### src/rtl/led_pattern_gen_if.sv
// led_pattern_gen_if: write-only config port plus LED/TICK outputs of led_pattern_gen.
interface led_pattern_gen_if #(
  parameter int unsigned NUM_LEDS = 4,
  parameter int unsigned ADDR_W   = 3
) ();
  localparam int unsigned WDATA_W = 10;

  logic                CFG_WE;
  logic [ADDR_W-1:0]   CFG_ADDR;
  logic [WDATA_W-1:0]  CFG_WDATA;
  logic [NUM_LEDS-1:0] LED;
  logic                TICK;

  modport master (
    output CFG_WE, CFG_ADDR, CFG_WDATA,
    input  LED, TICK
  );

  modport slave (
    input  CFG_WE, CFG_ADDR, CFG_WDATA,
    output LED, TICK
  );
endinterface

### src/rtl/led_pattern_gen.sv
// led_pattern_gen: per-channel off/on/blink/PWM LED driver with a shared tick prescaler.
// Optional chase overlay on the global ctrl register is compiled in by LED_PATTERN_CHASE_EN.
module led_pattern_gen #(
  parameter int unsigned NUM_LEDS     = 4,
  parameter int unsigned PRESCALE_DIV = 50000,
  parameter int unsigned PRESCALE_W   = 24,
  parameter int unsigned RESET_PARAM  = 250,
  parameter int unsigned ADDR_W       = 3
) (
  input logic              FAB_CLK,
  input logic              FAB_RESET,
  input logic              FAB_LOCK,
  led_pattern_gen_if.slave bus
);
  localparam int unsigned PARAM_W = 8;
  localparam int unsigned PHASE_W = 8;

  localparam logic [1:0] MODE_OFF   = 2'b00;
  localparam logic [1:0] MODE_ON    = 2'b01;
  localparam logic [1:0] MODE_BLINK = 2'b10;
  localparam logic [1:0] MODE_PWM   = 2'b11;

  localparam logic [PRESCALE_W-1:0] PRESC_LAST = PRESCALE_W'(PRESCALE_DIV - 1);

  logic [PRESCALE_W-1:0] presc_q, presc_d;
  logic [PHASE_W-1:0]    phase_q, phase_d;
  logic [1:0]            mode_q  [NUM_LEDS];
  logic [1:0]            mode_d  [NUM_LEDS];
  logic [PARAM_W-1:0]    param_q [NUM_LEDS];
  logic [PARAM_W-1:0]    param_d [NUM_LEDS];
  logic [PARAM_W-1:0]    cnt_q   [NUM_LEDS];
  logic [PARAM_W-1:0]    cnt_d   [NUM_LEDS];
  logic [NUM_LEDS-1:0]   state_q, state_d;
  logic [NUM_LEDS-1:0]   led_d;
  logic                  tick_d;
  logic                  tick_c;

  // Last counter value of a blink half-period; param 0 behaves like 1.
  function automatic logic [PARAM_W-1:0] blink_last(input logic [PARAM_W-1:0] p);
    return (p == '0) ? '0 : p - PARAM_W'(1);
  endfunction

  assign tick_c = FAB_LOCK && (presc_q == PRESC_LAST);

`ifdef LED_PATTERN_CHASE_EN
  localparam int unsigned POS_W = (NUM_LEDS > 1) ? $clog2(NUM_LEDS) : 1;

  logic               chase_on_q, chase_on_d;
  logic [PARAM_W-1:0] step_q, step_d;
  logic [PARAM_W-1:0] scnt_q, scnt_d;
  logic [POS_W-1:0]   pos_q, pos_d;
  logic               ctrl_we_c;

  assign ctrl_we_c = bus.CFG_WE && (bus.CFG_ADDR == ADDR_W'(NUM_LEDS));

  // Chase position advances every max(step,1) ticks; a ctrl write restarts it.
  always_comb begin
    chase_on_d = chase_on_q;
    step_d     = step_q;
    scnt_d     = scnt_q;
    pos_d      = pos_q;
    if (!FAB_LOCK) begin
      scnt_d = '0;
      pos_d  = '0;
    end else if (chase_on_q && tick_c) begin
      if (scnt_q == blink_last(step_q)) begin
        scnt_d = '0;
        pos_d  = (pos_q == POS_W'(NUM_LEDS - 1)) ? '0 : pos_q + POS_W'(1);
      end else begin
        scnt_d = scnt_q + PARAM_W'(1);
      end
    end
    if (ctrl_we_c) begin
      chase_on_d = bus.CFG_WDATA[0];
      step_d     = bus.CFG_WDATA[9:2];
      scnt_d     = '0;
      pos_d      = '0;
    end
  end

  // Chase state registers.
  always_ff @(posedge FAB_CLK) begin
    if (FAB_RESET) begin
      chase_on_q <= 1'b0;
      step_q     <= '0;
      scnt_q     <= '0;
      pos_q      <= '0;
    end else begin
      chase_on_q <= chase_on_d;
      step_q     <= step_d;
      scnt_q     <= scnt_d;
      pos_q      <= pos_d;
    end
  end
`endif

  // Prescaler, PWM phase, per-channel blink and config next-state plus LED decode.
  always_comb begin
    presc_d = presc_q;
    phase_d = phase_q;
    mode_d  = mode_q;
    param_d = param_q;
    cnt_d   = cnt_q;
    state_d = state_q;
    led_d   = '0;
    tick_d  = 1'b0;

    if (!FAB_LOCK) begin
      presc_d = '0;
      phase_d = '0;
      state_d = '0;
      for (int i = 0; i < NUM_LEDS; i++) cnt_d[i] = '0;
    end else begin
      tick_d  = tick_c;
      presc_d = tick_c ? '0 : presc_q + PRESCALE_W'(1);
      phase_d = phase_q + PHASE_W'(1);
      for (int i = 0; i < NUM_LEDS; i++) begin
        case (mode_q[i])
          MODE_OFF:   led_d[i] = 1'b0;
          MODE_ON:    led_d[i] = 1'b1;
          MODE_BLINK: led_d[i] = state_q[i];
          MODE_PWM:   led_d[i] = (phase_q < param_q[i]);
          default:    led_d[i] = 1'b0;
        endcase
        if (tick_c) begin
          if (cnt_q[i] == blink_last(param_q[i])) begin
            cnt_d[i]   = '0;
            state_d[i] = ~state_q[i];
          end else begin
            cnt_d[i] = cnt_q[i] + PARAM_W'(1);
          end
        end
      end
`ifdef LED_PATTERN_CHASE_EN
      if (chase_on_q) led_d = NUM_LEDS'(1) << pos_q;
`endif
    end

    // A channel write beats a concurrent tick on that channel.
    if (bus.CFG_WE) begin
      for (int i = 0; i < NUM_LEDS; i++) begin
        if (bus.CFG_ADDR == ADDR_W'(i)) begin
          mode_d[i]  = bus.CFG_WDATA[9:8];
          param_d[i] = bus.CFG_WDATA[7:0];
          cnt_d[i]   = '0;
          state_d[i] = 1'b0;
        end
      end
    end
  end

  // State and output registers; reset restores the all-blink legacy pattern.
  always_ff @(posedge FAB_CLK) begin
    if (FAB_RESET) begin
      presc_q  <= '0;
      phase_q  <= '0;
      state_q  <= '0;
      bus.LED  <= '0;
      bus.TICK <= 1'b0;
      for (int i = 0; i < NUM_LEDS; i++) begin
        mode_q[i]  <= MODE_BLINK;
        param_q[i] <= PARAM_W'(RESET_PARAM);
        cnt_q[i]   <= '0;
      end
    end else begin
      presc_q  <= presc_d;
      phase_q  <= phase_d;
      state_q  <= state_d;
      bus.LED  <= led_d;
      bus.TICK <= tick_d;
      for (int i = 0; i < NUM_LEDS; i++) begin
        mode_q[i]  <= mode_d[i];
        param_q[i] <= param_d[i];
        cnt_q[i]   <= cnt_d[i];
      end
    end
  end
endmodule
### src/flat_wrapper.sv
// flat-port wrapper written by rule: the top's interface ports become plain ports
module led_pattern_gen_flat 
#(
  parameter int unsigned NUM_LEDS     = 4,
  parameter int unsigned PRESCALE_DIV = 50000,
  parameter int unsigned PRESCALE_W   = 24,
  parameter int unsigned RESET_PARAM  = 250,
  parameter int unsigned ADDR_W       = 3
)
  (FAB_CLK, FAB_RESET, FAB_LOCK, bus_CFG_WE, bus_CFG_ADDR, bus_CFG_WDATA, bus_LED, bus_TICK);
  led_pattern_gen_if #(.NUM_LEDS(NUM_LEDS), .ADDR_W(ADDR_W)) bus_i ();
  input logic FAB_CLK;
  input logic FAB_RESET;
  input logic FAB_LOCK;
  input wire logic [$bits(bus_i.CFG_WE)-1:0] bus_CFG_WE;
  input wire logic [$bits(bus_i.CFG_ADDR)-1:0] bus_CFG_ADDR;
  input wire logic [$bits(bus_i.CFG_WDATA)-1:0] bus_CFG_WDATA;
  output wire logic [$bits(bus_i.LED)-1:0] bus_LED;
  output wire logic [$bits(bus_i.TICK)-1:0] bus_TICK;
  assign bus_i.CFG_WE = bus_CFG_WE;
  assign bus_i.CFG_ADDR = bus_CFG_ADDR;
  assign bus_i.CFG_WDATA = bus_CFG_WDATA;
  assign bus_LED = bus_i.LED;
  assign bus_TICK = bus_i.TICK;
  led_pattern_gen #(.NUM_LEDS(NUM_LEDS), .PRESCALE_DIV(PRESCALE_DIV), .PRESCALE_W(PRESCALE_W), .RESET_PARAM(RESET_PARAM), .ADDR_W(ADDR_W)) u_core (.FAB_CLK(FAB_CLK), .FAB_RESET(FAB_RESET), .FAB_LOCK(FAB_LOCK), .bus(bus_i));
endmodule
### config.mk
export PLATFORM = sky130hd
export DESIGN_NAME = led_pattern_gen_flat
export DESIGN_NICKNAME = d
export VERILOG_FILES = /design/src/rtl/led_pattern_gen_if.sv /design/src/rtl/led_pattern_gen.sv /design/src/flat_wrapper.sv
export SDC_FILE = /design/constraint.sdc
export NUM_CORES = 1
export LEC_CHECK = 0
export BUFFER_PORTS_ARGS = -buffer_cell sky130_fd_sc_hd__buf_2
export CORE_ASPECT_RATIO = 1.5
export CORE_UTILIZATION = 55
export DETAILED_ROUTE_END_ITERATION = 6
export GPL_ROUTABILITY_DRIVEN = 0
export PLACE_DENSITY = 0.84
export SLEW_MARGIN = 25
export SYNTH_ARGS = -nofsm -noshare
export SYNTH_HDL_FRONTEND = slang
export SYNTH_SLANG_ARGS = --single-unit
### constraint.sdc
create_clock -name FAB_CLK -period 2.9 [get_ports FAB_CLK]
set_input_delay 0.145 -clock FAB_CLK [delete_from_list [all_inputs] [get_ports FAB_CLK]]
set_output_delay 0.145 -clock FAB_CLK [all_outputs]
set_load 0.02 [all_outputs]
==> results of run 1 <==
[timing repair]
item / CTS / global route
endpoints found under the hold margin: 0 / 0
setup endpoints to repair: 0 / 25
resized for setup: 0 / 3
[routing by layer]
layer	wire [µm]	vias to the layer above
met5	0	-
met1	6050	2717
met2	7810	162
met3	746	55
li1	-	2796
met4	629	0
[Yosys cell counts (2+ instances only)]
| cell | number | area share |
|---|---|---|
| clkbuf_1 | 23 | 0.013 |
| xnor2_1 | 28 | 0.038 |
| nor4b_1 | 4 | 0.0054 |
| a211o_1 | 24 | 0.033 |
| mux2i_1 | 16 | 0.025 |
| nand2_1 | 56 | 0.033 |
| ha_1 | 38 | 0.074 |
| a22oi_1 | 2 | 0.0023 |
| xor2_1 | 44 | 0.060 |
| xnor3_1 | 2 | 0.0070 |
| inv_1 | 50 | 0.029 |
| or3b_2 | 3 | 0.0041 |
| a221oi_1 | 2 | 0.0027 |
| nor2b_1 | 7 | 0.0068 |
| nor3b_1 | 3 | 0.0035 |
| or4_4 | 2 | 0.0035 |
| nand3b_1 | 8 | 0.0093 |
| a31oi_1 | 5 | 0.0048 |
| or2_2 | 8 | 0.0078 |
| nor3_1 | 19 | 0.015 |
| o31ai_1 | 3 | 0.0035 |
| a2111oi_0 | 2 | 0.0027 |
| nand3_1 | 21 | 0.016 |
| nand2b_1 | 6 | 0.0058 |
| o21ai_0 | 12 | 0.0093 |
| nor2_1 | 111 | 0.065 |
| o311ai_0 | 2 | 0.0027 |
| nor4_1 | 7 | 0.0068 |
| a21o_1 | 18 | 0.021 |
| a211oi_1 | 7 | 0.0081 |
| or3_1 | 13 | 0.013 |
| and4_1 | 3 | 0.0041 |
| nor4bb_1 | 2 | 0.0031 |
| o211ai_1 | 4 | 0.0047 |
| a31o_2 | 2 | 0.0027 |
| o21a_1 | 5 | 0.0058 |
| dfxtp_1 | 113 | 0.35 |
| and2_1 | 5 | 0.0048 |
| a21oi_1 | 34 | 0.026 |
| nand4_1 | 23 | 0.022 |
| or4_1 | 3 | 0.0035 |
| and3_1 | 18 | 0.017 |
| nor4b_2 | 2 | 0.0047 |
[power by group through the flow]
| stage | clock, mW | combinational [mW] | sequential (mW) |
|---|---|---|---|
| 2_1_floorplan | 0 | 0.138 | 1.63 |
| 3_3_place_gp | 0 | 0.194 | 1.63 |
| 3_5_place_dp | 0 | 0.199 | 1.63 |
| 4_1_cts | 2.33 | 0.202 | 1.60 |
| 5_1_grt | 2.40 | 0.225 | 1.60 |
| 6_report | 2.31 | 0.204 | 1.60 |
[kinds of logic (layout without fill, tap and decap cells)]
logic type | after synthesis | count (layout)
and+or+nand+nor | 326 | 326
buffers and inverters | 75 | 121
AOI/OAI and AO/OA | 130 | 130
adders and majority gates | 38 | 38
xor gates and xnor gates | 75 | 75
muxes | 17 | 17
DFF | 113 | 113
[area by class of cell]
type / instances / area [µm²] / share of cell area
tap: 150 / 188 / 0.0252
timing repair buffer: 39 / 240 / 0.0322
sequential: 113 / 2260 / 0.303
clock inverter: 9 / 178 / 0.0238
inverter: 50 / 188 / 0.0252
multi-input combinational: 586 / 3930 / 0.526
clock buffer: 23 / 478 / 0.0641
[cell usage in the layout (no fill, tap or decap), types with 18 or more instances in the layout]
| master | netlist | layout |
|---|---|---|
| dfxtp_1 | 113 | 113 |
| a21o_1 | 18 | 18 |
| buf_4 | 0 | 18 |
| ha_1 | 38 | 38 |
| buf_2 | 0 | 21 |
| nand3_1 | 21 | 21 |
| xnor2_1 | 28 | 28 |
| xor2_1 | 44 | 44 |
| nand2_1 | 56 | 56 |
| and3_1 | 18 | 18 |
| a21oi_1 | 34 | 34 |
| inv_1 | 50 | 50 |
| nand4_1 | 23 | 23 |
| a211o_1 | 24 | 24 |
| nor2_1 | 111 | 111 |
[worst paths after layout]
| path | from | end | slack (ns) | cells past startpoint |
|---|---|---|---|---|
| max reg2reg | u_core.param_q[24] | u_core.cnt_q[29] | 0.16 | 10 |
| max | u_core.param_q[24] | u_core.cnt_q[29] | 0.16 | 10 |
| min reg2reg | u_core.presc_q[0] | u_core.presc_q[0] | 0.46 | 1 |
| min | bus_CFG_WDATA[9] | u_core.mode_q[5] | 0.02 | 2 |
[registers in the layout, indices dropped and copies added, names as in the netlist]
name             cells
u_core.phase_q       8
u_core.bus.LED       4
u_core.param_q      32
u_core.bus.TICK      1
u_core.cnt_q        32
u_core.state_q       4
u_core.presc_q      24
u_core.mode_q        8
[worst register-to-register path, stage by stage (launching register included)]
cell       delay [ns]
dfxtp_1          0.45
inv_1            0.09
ha_1             0.21
buf_4            0.16
nor4b_2          0.16
nor3_1           0.34
o21ai_0          0.22
a2111oi_1        0.43
nand4_1          0.19
nand2_1          0.27
nor2_1           0.09
[through the flow]
step | instance area (µm²) | cells | util | hold slack [ns] | setup slack (ns)
after global placement | 6790 | 938 | 0.592 | 0.429 | 0.268
after CTS | 7450 | 970 | 0.649 | 0.0113 | 0.109
after floorplan | 6460 | 774 | - | 0.263 | 0.313
after detailed placement | 6790 | 938 | 0.592 | 0.434 | 0.141
after global routing | 7460 | 970 | 0.650 | 0.0115 | -0.00117
final | 7460 | 970 | 0.650 | 0.0183 | 0.157
==> results.md, run 1 <==
- Clock power share: 0.561
- Via density: 5.91
- First-pass GRT wire length: about 25 mm
- Final min period: around 2.7 ns
- Fmax achieved: ~360 MHz
- HPWL Detailed: ~10 mm
- TritonCTS clock tree: done
- Simple-Gate Fraction of Synth Area: 0.256
- GRT busiest layer: met2
- Reg clk slew, reported paths: approximately 0.050 ns
- Initial antenna violation count: 0
- Ratio of cells with drive above 1 in the final layout: 0.111
- Crit-path max cell delay: between 0.4 and 0.5 ns
- Syn avg cell area: approximately 8.3 µm²
- Initial Util: 0.563
- WS Path Type: reg -> reg
- Clock Sinks: 113
- Worst EP required: roughly 3.2 ns
- Least-Margin Pin Slew: around 0.73 ns
- Pleak: 3.17 nW
- Post-CTS setup buffers: 0
- Critical Path End Type: flip-flop
- Combinational power share: 0.050
- Design internal power: ~3.2 mW
- GR Util met3: 0.0648
- DRT iter0 DRCs: 278
- Worst Clk Skew: ~0.010 ns
- Routed Antenna Nets: 0
- Post-DR wirelength/cell: 15.7 µm
- Hold-fix buffers, CTS: 0
- Total I/O pin count: 22
- Die Y: around 130 µm
- Clock tree buffer depth: 2
- Clk Latency, worst-skew pair: between 0.4 and 0.5 ns
- Outcome: finished, final reports clean
- Type of the worst min-delay path: in -> reg
- Number of diodes: 0
- Cell area after synthesis: roughly 6500 µm²
- Share of synthesized area spent on multiplexers: 0.0266
- Dominant synthesized flop cell: dfxtp_1
- Maximum number of pins on one net before global-route repair: 42
- Final WL: about 15 mm
- Power Total: 4.12 mW
- CP max FO: 8
- CTS buffer count: 17
- Post-synth EDFFs: 0
- Fillers: about 920
- Final setup viols: 0
- Die area: between 10000 and 15000 µm²
- Register bit total from synthesis: about 110
- Area share of fa/ha/maj cells after synthesis: 0.0736
- Row cnt: between 40 and 50
- Post-layout nets: about 860
- Count of final hold-check violations: 0
- Post-Synth XOR/XNOR Area: 0.108
- Setup_tns: 0 ns
- Met2 Resource Use GR: 0.463
- PortBufs: 21
- P&R area growth vs syn: 15.5%
- Vias in the first global route: between 5000 and 6000
- DRC viols: 0
- Synth Area in Compound Gates: 0.140
- WP buf/inv: 2
- Via count: about 5700
- GRT Total Usage: 0.259
- Met1 Usage GRT: 0.270
- Crit-path slowest cell: dfxtp_1
- Crit path cell chain: inv_1, ha_1, buf_4, nor4b_2, nor3_1, o21ai_0, a2111oi_1, nand4_1, nand2_1, nor2_1
- Delay-heaviest family, CP: simple AND/OR/NAND/NOR gates
- Cell count after synthesis: between 700 and 800
- Main combinational cell family by area after synthesis: simple AND/OR/NAND/NOR gates
- Max-cap violations: 0
- Die W: around 90 µm
- Root buffer cell: clkbuf_16
- RSZ-0062 raised after global routing: true
- Ratio of final minimum period to clock period: 0.946
- Final slew viol count: 0
- H-tree levels: 4
- Core Box Area: 11500 µm²
- Sw Pwr: approximately 0.87 mW
- Async S/R FF share, synth: 0
- Library cells used by synthesis: 57
- Startpoint Class: flip-flop
- Sequential area share after synthesis: 0.350
- Reg power frac: 0.389
- Post-synth net total: around 830
- Pre-Repair DR Iteration Count: 5
- Remaining Overflow, GRT: 0
- Max_slew headroom: 0.515
- Pwr Density: 552 nW/µm²
- Arrival time at the worst endpoint: roughly 3 ns
- Sw Ratio: 0.211
- Peak supply drop: between 0.0003 and 0.0004 V
- Ys Warns: 0
No activity file was read; power rests on OpenSTA's default activity.
==> run 2: changes to the inputs <==
--- a/config.mk
+++ b/config.mk
@@ -8,6 +8,7 @@
 export BUFFER_PORTS_ARGS = -buffer_cell sky130_fd_sc_hd__buf_2
 export CORE_ASPECT_RATIO = 1.5
 export CORE_UTILIZATION = 55
+export CTS_BUF_LIST = sky130_fd_sc_hd__clkbuf_2
 export DETAILED_ROUTE_END_ITERATION = 6
 export GPL_ROUTABILITY_DRIVEN = 0
 export PLACE_DENSITY = 0.84
==> results.md, run 2 (synthesized netlist as in run 1, its figures left out) <==
- Pre-Repair DR Iteration Count: 5 (unchanged)
- Fmax achieved: 368 MHz (+1.0%)
- RSZ-0062 raised after global routing: false
- TritonCTS clock tree: done
- Least-Margin Pin Slew: 0.744 ns (+0.0168 ns)
- DRT iter0 DRCs: 268 (-3.6%)
- Die W: 90.5 µm (unchanged)
- Die area: 12200 µm² (unchanged)
- Hold Path Depth: 4 (+2)
- P&R area growth vs syn: 11.9%
- Crit path cell chain: or4_4, nor4_1, o21ai_0, a21o_1, or4_4, o21ai_2, nor2_1
- Count of final hold-check violations: 0 (unchanged)
- Worst Hold Endpoint: u_core.state_q[3]
- Post-DR wirelength/cell: 14.8 µm (-5.9%)
- Post-CTS setup buffers: 0 (unchanged)
- H-tree levels: 4 (unchanged)
- Pleak: 3.08 nW (-2.9%)
- HPWL Detailed: 10.3 mm (unchanged)
- Root buffer cell: clkbuf_2
- Cell total after placement: 938 (unchanged)
- Worst EP required: 3.46 ns (+0.27 ns)
- DRC viols: 0 (unchanged)
- Initial antenna violation count: 1 (+1)
- Setup WS post-layout: 0.184 ns (+0.0274 ns)
- Most frequent CP cell: or4_4
- Max_slew headroom: 0.504 (-0.0112)
- First-pass GRT wire length: 24.4 mm (-2.7%)
- Core Box Area: 11500 µm² (unchanged)
- Hold path start: bus_CFG_ADDR[1]
- CP max FO: 8 (unchanged)
- Total I/O pin count: 22 (unchanged)
- Worst r2r src: u_core.param_q[11]
- Vias in the first global route: 5491 (-1.4%)
- Crit-path max cell delay: 0.54 ns (+0.09 ns)
- Max-cap violations: 0 (unchanged)
- Ratio of final minimum period to clock period: 0.937 (-0.00944)
- Via density: 5.77 (-2.3%)
- Arrival time at the worst endpoint: 3.28 ns (+0.25 ns)
- Post-layout nets: 875 (+1.5%)
- Critical Path End Type: flip-flop
- PortBufs: 21 (unchanged)
- Clock tree buffer depth: 2 (unchanged)
- Startpoint Class: flip-flop
- Clock Sinks: 113 (unchanged)
- Via count: 5680 (-0.87%)
- Largest regs: u_core.cnt_q x32, u_core.param_q x32, u_core.presc_q x24
- Row cnt: 48 (unchanged)
- Fillers: 970 (+6.0%)
- Reg-to-reg endpoint: u_core.cnt_q[8]
- Routed Antenna Nets: 0 (unchanged)
- Clk Latency, worst-skew pair: 0.67 ns (+0.26 ns)
- Delay-heaviest family, CP: simple AND/OR/NAND/NOR gates
- Maximum number of pins on one net before global-route repair: 42 (unchanged)
- Setup_tns: 0 ns (unchanged)
- Initial Util: 0.563 (unchanged)
- WP buf/inv: 0 (-2)
- Final setup viols: 0 (unchanged)
- Remaining Overflow, GRT: 0 (unchanged)
- Pre-CTS WS: 0.141 ns (unchanged)
- GRT Total Usage: 0.249 (-0.00980)
- Die Y: 135 µm (unchanged)
- Outcome: finished, final reports clean
- Commonest non-fill, non-tap cell in the layout: dfxtp_1
- Power Total: 3.08 mW (-25%)
- Type of the worst min-delay path: in -> reg
- Reg clk slew, reported paths: 0.18 ns (+0.13 ns)
- Final min period: 2.72 ns (-0.0274 ns)
- Final WL: 14.5 mm (-4.5%)
- Non-filler cells, final: 984 (+1.4%)
- Reg2Reg Depth: 7 (-3)
- Pwr Density: 426 nW/µm² (-23%)
- Peak supply drop: 0.000226 V (-42%)
- Final slew viol count: 0 (unchanged)
- WS Path Type: reg -> reg
- Crit-path slowest cell: or4_4
- Commonest non-fill, non-tap cells in the layout: 113 x dfxtp_1, 111 x nor2_1, 56 x nand2_1
- Ratio of cells with drive above 1 in the final layout: 0.109 (-0.00173)
- Reg-to-reg setup timing slack: 0.18 ns (+0.03 ns)
- CTS buffer count: 17 (unchanged)
- Worst Clk Skew: 0.0326 ns (+0.0224 ns)
-- run 2: cell types whose count changed in the layout (fill, tap and decap cells not counted) --
| cell | change |
|---|---|
| a2111oi_1 | +1 |
| a2111oi_0 | -1 |
| clkinv_1 | +3 |
| diode_2 | +1 |
| clkbuf_16 | -17 |
| dlygate4sd3_1 | +13 |
| clkbuf_8 | -3 |
| clkbuf_2 | +20 |
| clkbuf_1 | -3 |
-- run 2: cell type report --
cell class / count / area (µm²) / share of cell area
clock buffer: 20 / 100 / 0.0139
tap: 150 / 188 / 0.0260
timing repair buffer: 52 / 370 / 0.0512
clock inverter: 12 / 189 / 0.0261
inverter: 50 / 188 / 0.0260
multi-input combinational: 586 / 3930 / 0.543
sequential: 113 / 2260 / 0.313
antenna: 1 / 2.50 / 0.000346
-- run 2: power by group --
group	internal (mW)	switching [mW]	total [mW]
sequential	1.58	0.0275	1.60
combinational	0.0949	0.121	0.216
clock	0.653	0.603	1.26
-- run 2: per-layer routing --
layer,part of all wire,track usage,up-vias
met3,0.043,0.0495,38
met4,0.031,0.132,0
met5,0,0,-
met2,0.52,0.460,136
li1,-,-,2826
met1,0.41,0.264,2680
-- run 2: how the worst max path moves through the flow --
stage	to	slack (ns)	cells after the start	from
after floorplan	u_core.cnt_q[16]	0.31	10	u_core.param_q[16]
after global placement	u_core.cnt_q[9]	0.27	9	u_core.param_q[8]
after detailed placement	u_core.cnt_q[14]	0.14	9	u_core.param_q[8]
after CTS	u_core.cnt_q[0]	0.13	9	u_core.param_q[1]
after global routing	u_core.cnt_q[8]	0.002	9	u_core.param_q[8]
final	u_core.cnt_q[8]	0.18	7	u_core.param_q[11]
-- run 2: repair_timing --
action                                 in CTS  in global routing
hold buffers                               13                  0
setup endpoints to repair                   0                 21
resized for setup                           0                  4
endpoints found under the hold margin      42                  0
-- run 2: per-stage QoR --
stage               hold slack, ns   util  cell area (µm²)
global placement             0.429  0.592             6790
global route                0.0549  0.630             7230
finish                      0.0644  0.630             7230
detailed placement           0.434  0.592             6790
CTS                         0.0135  0.629             7210
floorplan                    0.263      -             6460
-- run 2: worst register-to-register path, cell delays in order (launching register included) --
cell	delay, ns
dfxtp_1	0.41
or4_4	0.54
nor4_1	0.35
o21ai_0	0.15
a21o_1	0.19
or4_4	0.52
o21ai_2	0.34
nor2_1	0.10
==> run 3: changes to the inputs <==
--- a/config.mk
+++ b/config.mk
@@ -5,7 +5,7 @@
 export SDC_FILE = /design/constraint.sdc
 export NUM_CORES = 1
 export LEC_CHECK = 0
-export BUFFER_PORTS_ARGS = -buffer_cell sky130_fd_sc_hd__buf_2
+export BUFFER_PORTS_ARGS = -buffer_cell sky130_fd_sc_hd__buf_4
 export CORE_ASPECT_RATIO = 1.5
 export CORE_UTILIZATION = 55
 export CTS_BUF_LIST = sky130_fd_sc_hd__clkbuf_2
==> results.md, run 3 (synthesized netlist as in run 1, its figures left out) <==
- Die area: 12200 µm² (unchanged)
- RSZ-0062 raised after global routing: false
- Clock tree buffer depth: 2 (unchanged)
- Arrival time at the worst endpoint: 3.27 ns (about the same)
- Fillers: 973 (+0.31%)
- Count of final hold-check violations: 0 (unchanged)
- CTS buffer count: 17 (unchanged)
- Routed Antenna Nets: 0 (unchanged)
- Vias in the first global route: 5497 (+0.11%)
- Final min period: 2.72 ns (-0.000561 ns)
- Crit path cell chain: inv_1, ha_1, or3b_1, a311oi_1, o21a_1, o221ai_1, nor4_1, or3_4, nor2_1
- Die Y: 135 µm (unchanged)
- Final slew viol count: 0 (unchanged)
- Initial Util: 0.563 (unchanged)
- Setup_tns: 0 ns (unchanged)
- Critical Path End Type: flip-flop
- Via count: 5710 (+0.53%)
- Peak supply drop: 0.000245 V (+8.0%)
- Initial antenna violation count: 0 (-1)
- Pleak: 3.05 nW (-1.1%)
- Hold Path Depth: 5 (+1)
- Maximum number of pins on one net before global-route repair: 42 (unchanged)
- DRT iter0 DRCs: 335 (+25%)
- Crit-path slowest cell: or3b_1
- CP max FO: 8 (unchanged)
- Post-CTS setup buffers: 0 (unchanged)
- Least-Margin Pin Slew: 0.524 ns (-0.219 ns)
- Die W: 90.5 µm (unchanged)
- Ratio of final minimum period to clock period: 0.936 (about the same)
- Root buffer cell: clkbuf_2
- Sequential Area: 2260 µm² (unchanged)
- GRT Total Usage: 0.254 (+0.00446)
- Via density: 5.81 (+0.63%)
- TritonCTS clock tree: done
- P&R area growth vs syn: 11.9% (about the same)
- Remaining Overflow, GRT: 0 (unchanged)
- Clk Latency, worst-skew pair: 0.67 ns (about the same)
- Total I/O pin count: 22 (unchanged)
- Worst EP required: 3.46 ns (about the same)
- Startpoint Class: flip-flop
- Pre-Repair DR Iteration Count: 7 (+2)
- Post-DR wirelength/cell: 15.2 µm (+3.0%)
- Clock Sinks: 113 (unchanged)
- Reg2Reg Depth: 9 (+2)
- Final WL: 15.0 mm (+2.9%)
- HPWL Detailed: 10.3 mm (about the same)
- H-tree levels: 4 (unchanged)
- Largest regs: u_core.cnt_q x32, u_core.param_q x32, u_core.presc_q x24
- Commonest non-fill, non-tap cells in the layout: 113 x dfxtp_1, 111 x nor2_1, 56 x nand2_1
- DRC viols: 4 (+4)
- Multi-input gate area: 3940 µm² (+0.22%)
- Reg clk slew, reported paths: 0.17 ns (about the same)
- Row cnt: 48 (unchanged)
- Worst Clk Skew: 0.0340 ns (+0.00136 ns)
- Crit-path max cell delay: 0.47 ns (-0.07 ns)
- Pwr Density: 389 nW/µm² (-8.6%)
- Power Total: 2.81 mW (-8.6%)
- Max-cap violations: 0 (unchanged)
- Number of diodes: 0 (-1)
- Core Box Area: 11500 µm² (unchanged)
- First-pass GRT wire length: 24.8 mm (+1.7%)
- Ratio of cells with drive above 1 in the final layout: 0.108 (-0.00120)
- Commonest non-fill, non-tap cell in the layout: dfxtp_1
- Failing checks: DRC
- Outcome: finished with violations
- Final setup viols: 0 (unchanged)
- WS Path Type: reg -> reg
- Fmax achieved: 368 MHz (about the same)
- Max_slew headroom: 0.650 (+0.146)
- Reg-to-reg setup timing slack: 0.18 ns (about the same)
- PortBufs: 21 (unchanged)
- Post-layout nets: 876 (+0.11%)
- Type of the worst min-delay path: in -> reg
## run 3: cell count changes in the layout (fill, tap and decap cells not counted), moves of 2 or more
cell	delta
a2111oi_0	+2
clkbuf_2	-2
a2111oi_1	-2
buf_4	+19
dlygate4sd3_1	+3
clkinv_2	+3
bufinv_16	-3
buf_2	-21
## run 3: where the power goes
| part | total, mW | switching (mW) | internal [mW] |
|---|---|---|---|
| clock network | 0.982 | 0.605 | 0.376 |
| registers | 1.60 | 0.0275 | 1.58 |
| logic | 0.226 | 0.123 | 0.103 |
## run 3: path summary, 6_finish.rpt
check | from | end
hold / removal | bus_CFG_ADDR[1] | u_core.param_q[22]
hold reg to reg | u_core.presc_q[0] | u_core.presc_q[0]
setup / recovery | u_core.param_q[1] | u_core.cnt_q[2]
setup reg to reg | u_core.param_q[1] | u_core.cnt_q[2]
## run 3: metal layers
metal | part of all wire | global-route usage | up-vias
met5 | 0 | 0 | -
met4 | 0.028 | 0.114 | 0
met3 | 0.045 | 0.0574 | 39
met2 | 0.53 | 0.469 | 152
met1 | 0.40 | 0.272 | 2711
li1 | - | - | 2808
## run 3: cell type report
class	count	share of cell area
tap	150	0.0260
timing repair buffer	53	0.0606
clock inverter	13	0.0168
sequential	113	0.313
clock buffer	18	0.0125
multi-input combinational	586	0.545
inverter	50	0.0260
## run 3: repair_timing
| action | CTS | global route |
|---|---|---|
| endpoints found under the setup margin | 0 | 17 |
| resized for setup | 0 | 4 |
| hold endpoints to repair | 40 | 0 |
| hold buffers | 16 | 0 |
## run 3: critical path: cells and delay by family, from the launching register on
kind | cells | cell delay (ns)
AOI/OAI and AO/OA | 3 | 0.70
and+or+nand+nor | 4 | 1.23
DFF | 1 | 0.36
adders and majority gates | 1 | 0.25
buffers and inverters | 1 | 0.09
## run 3: per-stage QoR
stage / cells / setup WS [ns] / hold WS, ns / instance area, µm² / utilization
6_report: 983 / 0.185 / 0.0675 / 7220 / 0.630
5_1_grt: 983 / 0.0252 / 0.0474 / 7220 / 0.630
4_1_cts: 983 / 0.102 / 0.0135 / 7200 / 0.628
3_5_place_dp: 936 / 0.176 / 0.409 / 6830 / 0.595
3_3_place_gp: 936 / 0.278 / 0.405 / 6830 / 0.595
2_1_floorplan: 774 / 0.313 / 0.263 / 6460 / -
